### src/rtl/addseq_pkg.sv
// Shared types and constants for the wide add/subtract sequencer.
// Holds the FSM state enum, default sizes and the word-index width helper.
package addseq_pkg;

    typedef enum logic [1:0] {
        IDLE,
        RUN,
        DONE
    } state_t;

    localparam int DEF_WIDTH = 32;
    localparam int DEF_WORDS = 4;

    function automatic int idx_w(input int words);
        return (words > 1) ? $clog2(words) : 1;
    endfunction

endpackage

### src/rtl/full_adder_32_bits.sv
// Word-wide ripple adder used as the shared datapath.
// Ports: a, b (operands), cin (carry in), sum (result), cout (carry out).
module full_adder_32_bits #(
    parameter int WIDTH = 32
) (
    input  logic [WIDTH-1:0] a,
    input  logic [WIDTH-1:0] b,
    input  logic             cin,
    output logic [WIDTH-1:0] sum,
    output logic             cout
);

    assign {cout, sum} = {1'b0, a} + {1'b0, b} + {{WIDTH{1'b0}}, cin};

endmodule

### src/rtl/wide_add_sequencer.sv
// Multi-cycle WIDTH*WORDS add/subtract over one shared WIDTH-bit adder,
// one word per cycle LSW first, carry chained through a register.
// Ports: clk, rst_n (async, active-low), start/a_in/b_in/cin/sub (command),
// busy/done/result/cout/overflow (registered status and result).
// Macro ADDSEQ_SUB_EN: when defined, sub selects A-B-cin; otherwise add-only.
module wide_add_sequencer
    import addseq_pkg::*;
#(
    parameter int WIDTH = DEF_WIDTH,
    parameter int WORDS = DEF_WORDS
) (
    input  logic                   clk,
    input  logic                   rst_n,
    input  logic                   start,
    input  logic [WIDTH*WORDS-1:0] a_in,
    input  logic [WIDTH*WORDS-1:0] b_in,
    input  logic                   cin,
    input  logic                   sub,
    output logic                   busy,
    output logic                   done,
    output logic [WIDTH*WORDS-1:0] result,
    output logic                   cout,
    output logic                   overflow
);

    localparam int IW = idx_w(WORDS);
    typedef logic [IW-1:0] idx_t;
    localparam idx_t LAST = idx_t'(WORDS - 1);

    state_t                       state_q;
    idx_t                         idx_q;
    logic [WORDS-1:0][WIDTH-1:0]  a_q;
    logic [WORDS-1:0][WIDTH-1:0]  b_q;
    logic [WORDS-1:0][WIDTH-1:0]  res_q;
    logic                         cin_q;
    logic                         carry_q;
    logic                         busy_q;
    logic                         done_q;
    logic                         cout_q;
    logic                         ovf_q;

    logic [WIDTH-1:0] a_w;
    logic [WIDTH-1:0] b_w;
    logic [WIDTH-1:0] sum_w;
    logic             ci_w;
    logic             co_w;

    assign a_w = a_q[idx_q];

`ifdef ADDSEQ_SUB_EN
    logic sub_q;
    // Subtract is A + ~B + 1, with the borrow-in folded into the first carry.
    assign b_w  = b_q[idx_q] ^ {WIDTH{sub_q}};
    assign ci_w = (idx_q == '0) ? (cin_q ^ sub_q) : carry_q;
`else
    logic unused_sub;
    assign unused_sub = sub;
    assign b_w  = b_q[idx_q];
    assign ci_w = (idx_q == '0) ? cin_q : carry_q;
`endif

    full_adder_32_bits #(
        .WIDTH(WIDTH)
    ) u_add (
        .a   (a_w),
        .b   (b_w),
        .cin (ci_w),
        .sum (sum_w),
        .cout(co_w)
    );

    always_ff @(posedge clk or negedge rst_n) begin
        if (!rst_n) begin
            state_q <= IDLE;
            idx_q   <= '0;
            a_q     <= '0;
            b_q     <= '0;
            res_q   <= '0;
            cin_q   <= 1'b0;
            carry_q <= 1'b0;
            busy_q  <= 1'b0;
            done_q  <= 1'b0;
            cout_q  <= 1'b0;
            ovf_q   <= 1'b0;
`ifdef ADDSEQ_SUB_EN
            sub_q   <= 1'b0;
`endif
        end else begin
            done_q <= 1'b0;
            unique case (state_q)
                IDLE: begin
                    if (start) begin
                        a_q     <= a_in;
                        b_q     <= b_in;
                        cin_q   <= cin;
`ifdef ADDSEQ_SUB_EN
                        sub_q   <= sub;
`endif
                        idx_q   <= '0;
                        busy_q  <= 1'b1;
                        state_q <= RUN;
                    end
                end
                RUN: begin
                    res_q[idx_q] <= sum_w;
                    carry_q      <= co_w;
                    if (idx_q == LAST) begin
                        cout_q  <= co_w;
                        // Signed overflow: same-sign operands, sign flips.
                        ovf_q   <= (a_w[WIDTH-1] == b_w[WIDTH-1]) &&
                                   (sum_w[WIDTH-1] != a_w[WIDTH-1]);
                        busy_q  <= 1'b0;
                        done_q  <= 1'b1;
                        state_q <= DONE;
                    end else begin
                        idx_q <= idx_q + 1'b1;
                    end
                end
                DONE: begin
                    state_q <= IDLE;
                end
                default: begin
                    state_q <= IDLE;
                end
            endcase
        end
    end

    assign busy     = busy_q;
    assign done     = done_q;
    assign result   = res_q;
    assign cout     = cout_q;
    assign overflow = ovf_q;

endmodule

### config.mk
export PLATFORM = sky130hd
export DESIGN_NAME = wide_add_sequencer
export DESIGN_NICKNAME = d
export VERILOG_FILES = /design/src/rtl/addseq_pkg.sv /design/src/rtl/full_adder_32_bits.sv /design/src/rtl/wide_add_sequencer.sv
export SDC_FILE = /design/constraint.sdc
export NUM_CORES = 1
export LEC_CHECK = 0
export ABC_AREA = 1
export CAP_MARGIN = 20
export CORE_ASPECT_RATIO = 0.6
export CORE_MARGIN = 2
export CORE_UTILIZATION = 45
export DETAILED_ROUTE_END_ITERATION = 10
export GPL_ROUTABILITY_DRIVEN = 0
export PLACE_DENSITY_LB_ADDON = 0.2
export SLEW_MARGIN = 5
export SYNTH_ARGS = -nofsm -noshare
export SYNTH_HDL_FRONTEND = slang
export SYNTH_HIERARCHICAL = 1
export SYNTH_SLANG_ARGS = --single-unit
export TNS_END_PERCENT = 50
### constraint.sdc
create_clock -name clk -period 3.6 [get_ports clk]
set_input_delay 1.08 -clock clk [delete_from_list [all_inputs] [get_ports clk]]
set_output_delay 1.08 -clock clk [all_outputs]
set_load 0.05 [all_outputs]
==> results.cfg <==
[run_status]
status = complete, no violations

[clock_network]
htree_num_levels = 2
cts_buffers = 39
hold_buffers = 0
cts.sinks = 394
cts_buffer_depth = 3
cts_tree = yes
cts-root-buf = clkbuf_16
clock_latency_ns = 0.54
clk_pin_slew_ns = 0.06
post-cts-setup-buffers = 0
cts_resized = 0

[sta]
drv_slew = 0
finalCriticalPeriod_ns = 3.37
setup_tns_ns = 0
fin_worst_skew_ns = 0.0228
finalCritPeriodShare = 0.935
fmax_mhz = 297
hold_viol_final = 0
setup_viol = 0
slew_headroom = 0.554
rsz0062_at_grt = false
tightest_slew_ns = 0.668

[setup_path]
end_kind = register
rr_endpoint = result[29]$_DFFE_PN0P_
cp_data_arrival_time_ns = 3.75
critPathRequiredTime_ns = 3.99
worstRegToRegCells = 18
reg2reg_slack_ns = 0.23
worstSetupStartpointType = register
timing.critical_path.to = result[29]$_DFFE_PN0P_
critical_path.startpoint = idx_q[0]$_DFFE_PN0P_
crit_fanout = 41
critPathKind = reg2reg
worstReg2RegStart = idx_q[0]$_DFFE_PN0P_

[synth]
async_reset_ff_frac = 1.00
avgSynthCellArea_um2 = 10.2
yosysWarnings = 6
ys.flop_type = dfrtp_1
synth_cells = 1907
synth_seq_cells = 394
yosysUniqueCellTypes = 31
syn_nets = 2206
syn_area_um2 = 19500
yosysSeqAreaShare = 0.505
synth_edf_count = 0

[grt]
track_usage = 0.250
grt_max_degree = 72
grt_overflow = 0
grt_pass1_wl_um = 86600
antenna_found_initial = 5
grt_pass1_vias = 14600

[routing]
drt_pass1_iterations = 5
drc = 0
drt-total-wl_um = 57200
via_count = 15000
wl_per_cell_um = 19.7
drt_iter0_markers = 1191
postRouteAntennaNets = 0
via_per_inst = 5.15

[floorplan]
start_util = 0.453
die_x_um = 273
rows = 59
dieArea_um2 = 45100
dieHeight_um = 165
design.core.area_um2 = 43000
io_pins = 393

[placed_design]
dp_hpwl_um = 41400
portBuffers = 391
dpl_cell_area_um2 = 24200

[run]
drv_cap = 0

[layout]
stdcell_area_um2 = 25600
area_delta_synth_final_pct = 31.2
drive_gt1_frac = 0.174
fin_nets = 2603

[worst_hold_path]
hold_class = in2async
==> worst min path at each step <==
stage | slack, ns | end | cells past startpoint
after floorplan | 0.45 | carry_q$_DFFE_PN0P_ | 2
after global placement | 0.46 | busy$_DFFE_PN0P_ | 2
after detailed placement | 0.47 | result[103]$_DFFE_PN0P_ | 2
after CTS | 0.49 | result[21]$_DFFE_PN0P_ | 2
after global routing | 0.51 | result[61]$_DFFE_PN0P_ | 2
final | 0.48 | result[9]$_DFFE_PN0P_ | 1
==> placed cells by master (no fill, tap or decap), drive strengths merged, types with 3 or more instances in the layout <==
cell,instances
dfrtp,394
nand2,394
clkdlybuf4s50,390
o21ai,258
mux2,258
nor2,166
inv,159
o22ai,62
buf,61
clkbuf,55
ha,36
nand3,36
a21oi,21
xor2,14
bufinv,5
nor3,5
diode,3
nand4,3
==> metal layers <==
layer | global-route usage | vias to the layer above | wire length, um
met3 | 0.0406 | 74 | 3290
met2 | 0.383 | 435 | 25400
li1 | - | 7117 | -
met5 | 0 | - | 41
met4 | 0.0500 | 6 | 958
met1 | 0.375 | 7365 | 27600
==> worst max-delay path, cell delays in order (launching register included) <==
cell and delay [ns]:
dfrtp_4 0.51, inv_4 0.08, buf_12 0.22, buf_6 0.26, o21ai_0 0.11, o22ai_1 0.34, ha_1 0.38, nand2_1 0.10
inv_1 0.07, nand2_1 0.10, inv_1 0.07, a21oi_1 0.14, nand2_1 0.15, nand2_1 0.14, nand2_1 0.06, nand2_1 0.06
nand2_1 0.13, inv_1 0.16, o21ai_0 0.11
==> per-stage QoR <==
stage / hold slack (ns) / util / setup slack [ns] / std cells
finish: 0.482 / 0.595 / 0.233 / 2911
global route: 0.505 / 0.595 / 0.0288 / 2909
CTS: 0.488 / 0.592 / 0.0562 / 2907
detailed placement: 0.473 / 0.562 / 0.0778 / 2841
global placement: 0.463 / 0.562 / 0.112 / 2841
floorplan: 0.449 / - / 0.272 / 1907
==> cell type report <==
cell class,count,area (um^2)
fillers,3571,17400
inverters,157,592
multi-input cells,1261,8570
flip-flops and latches,394,9860
clock inverters,11,193
well taps,579,724
diodes,3,7.51
repair buffers,451,4550
clock buffers,55,1100
==> cells by family (layout without fill, tap and decap cells) <==
logic type	Yosys count	in the layout	synth area share
other	0	3	0
and+or+nand+nor	607	607	0.122
muxes	258	258	0.187
adders and majority gates	38	38	0.0251
AOI/OAI and AO/OA	343	343	0.0922
xor gates and xnor gates	15	15	0.00673
DFF	394	394	0.505
buffers and inverters	252	674	0.0608
==> cell usage after synthesis (3+ instances only) <==
cell type	instances	area (um^2)
a21oi_1	21	105
buf_2	37	185
buf_6	25	282
clkbuf_1	30	113
dfrtp_1	394	9860
ha_1	36	450
inv_1	155	582
mux2_1	4	45.0
mux2_2	54	608
mux2_4	200	3000
nand2_1	383	1440
nand2_2	11	68.8
nand3_1	35	175
nand4_1	3	18.8
nor2_1	164	616
nor3_1	5	25.0
o21ai_0	258	1290
o22ai_1	62	388
xor2_1	14	123
==> sequential cells by signal (all words and copies together), names as in the netlist <==
signal / count
cout: 1
busy: 1
b_q: 128
carry_q: 1
result: 128
cin_q: 1
a_q: 128
idx_q: 2
state_q: 2
overflow: 1
done: 1
Power is not shown: default switching activity piles up to over one toggle a cycle in this logic, so the estimate is an artifact.
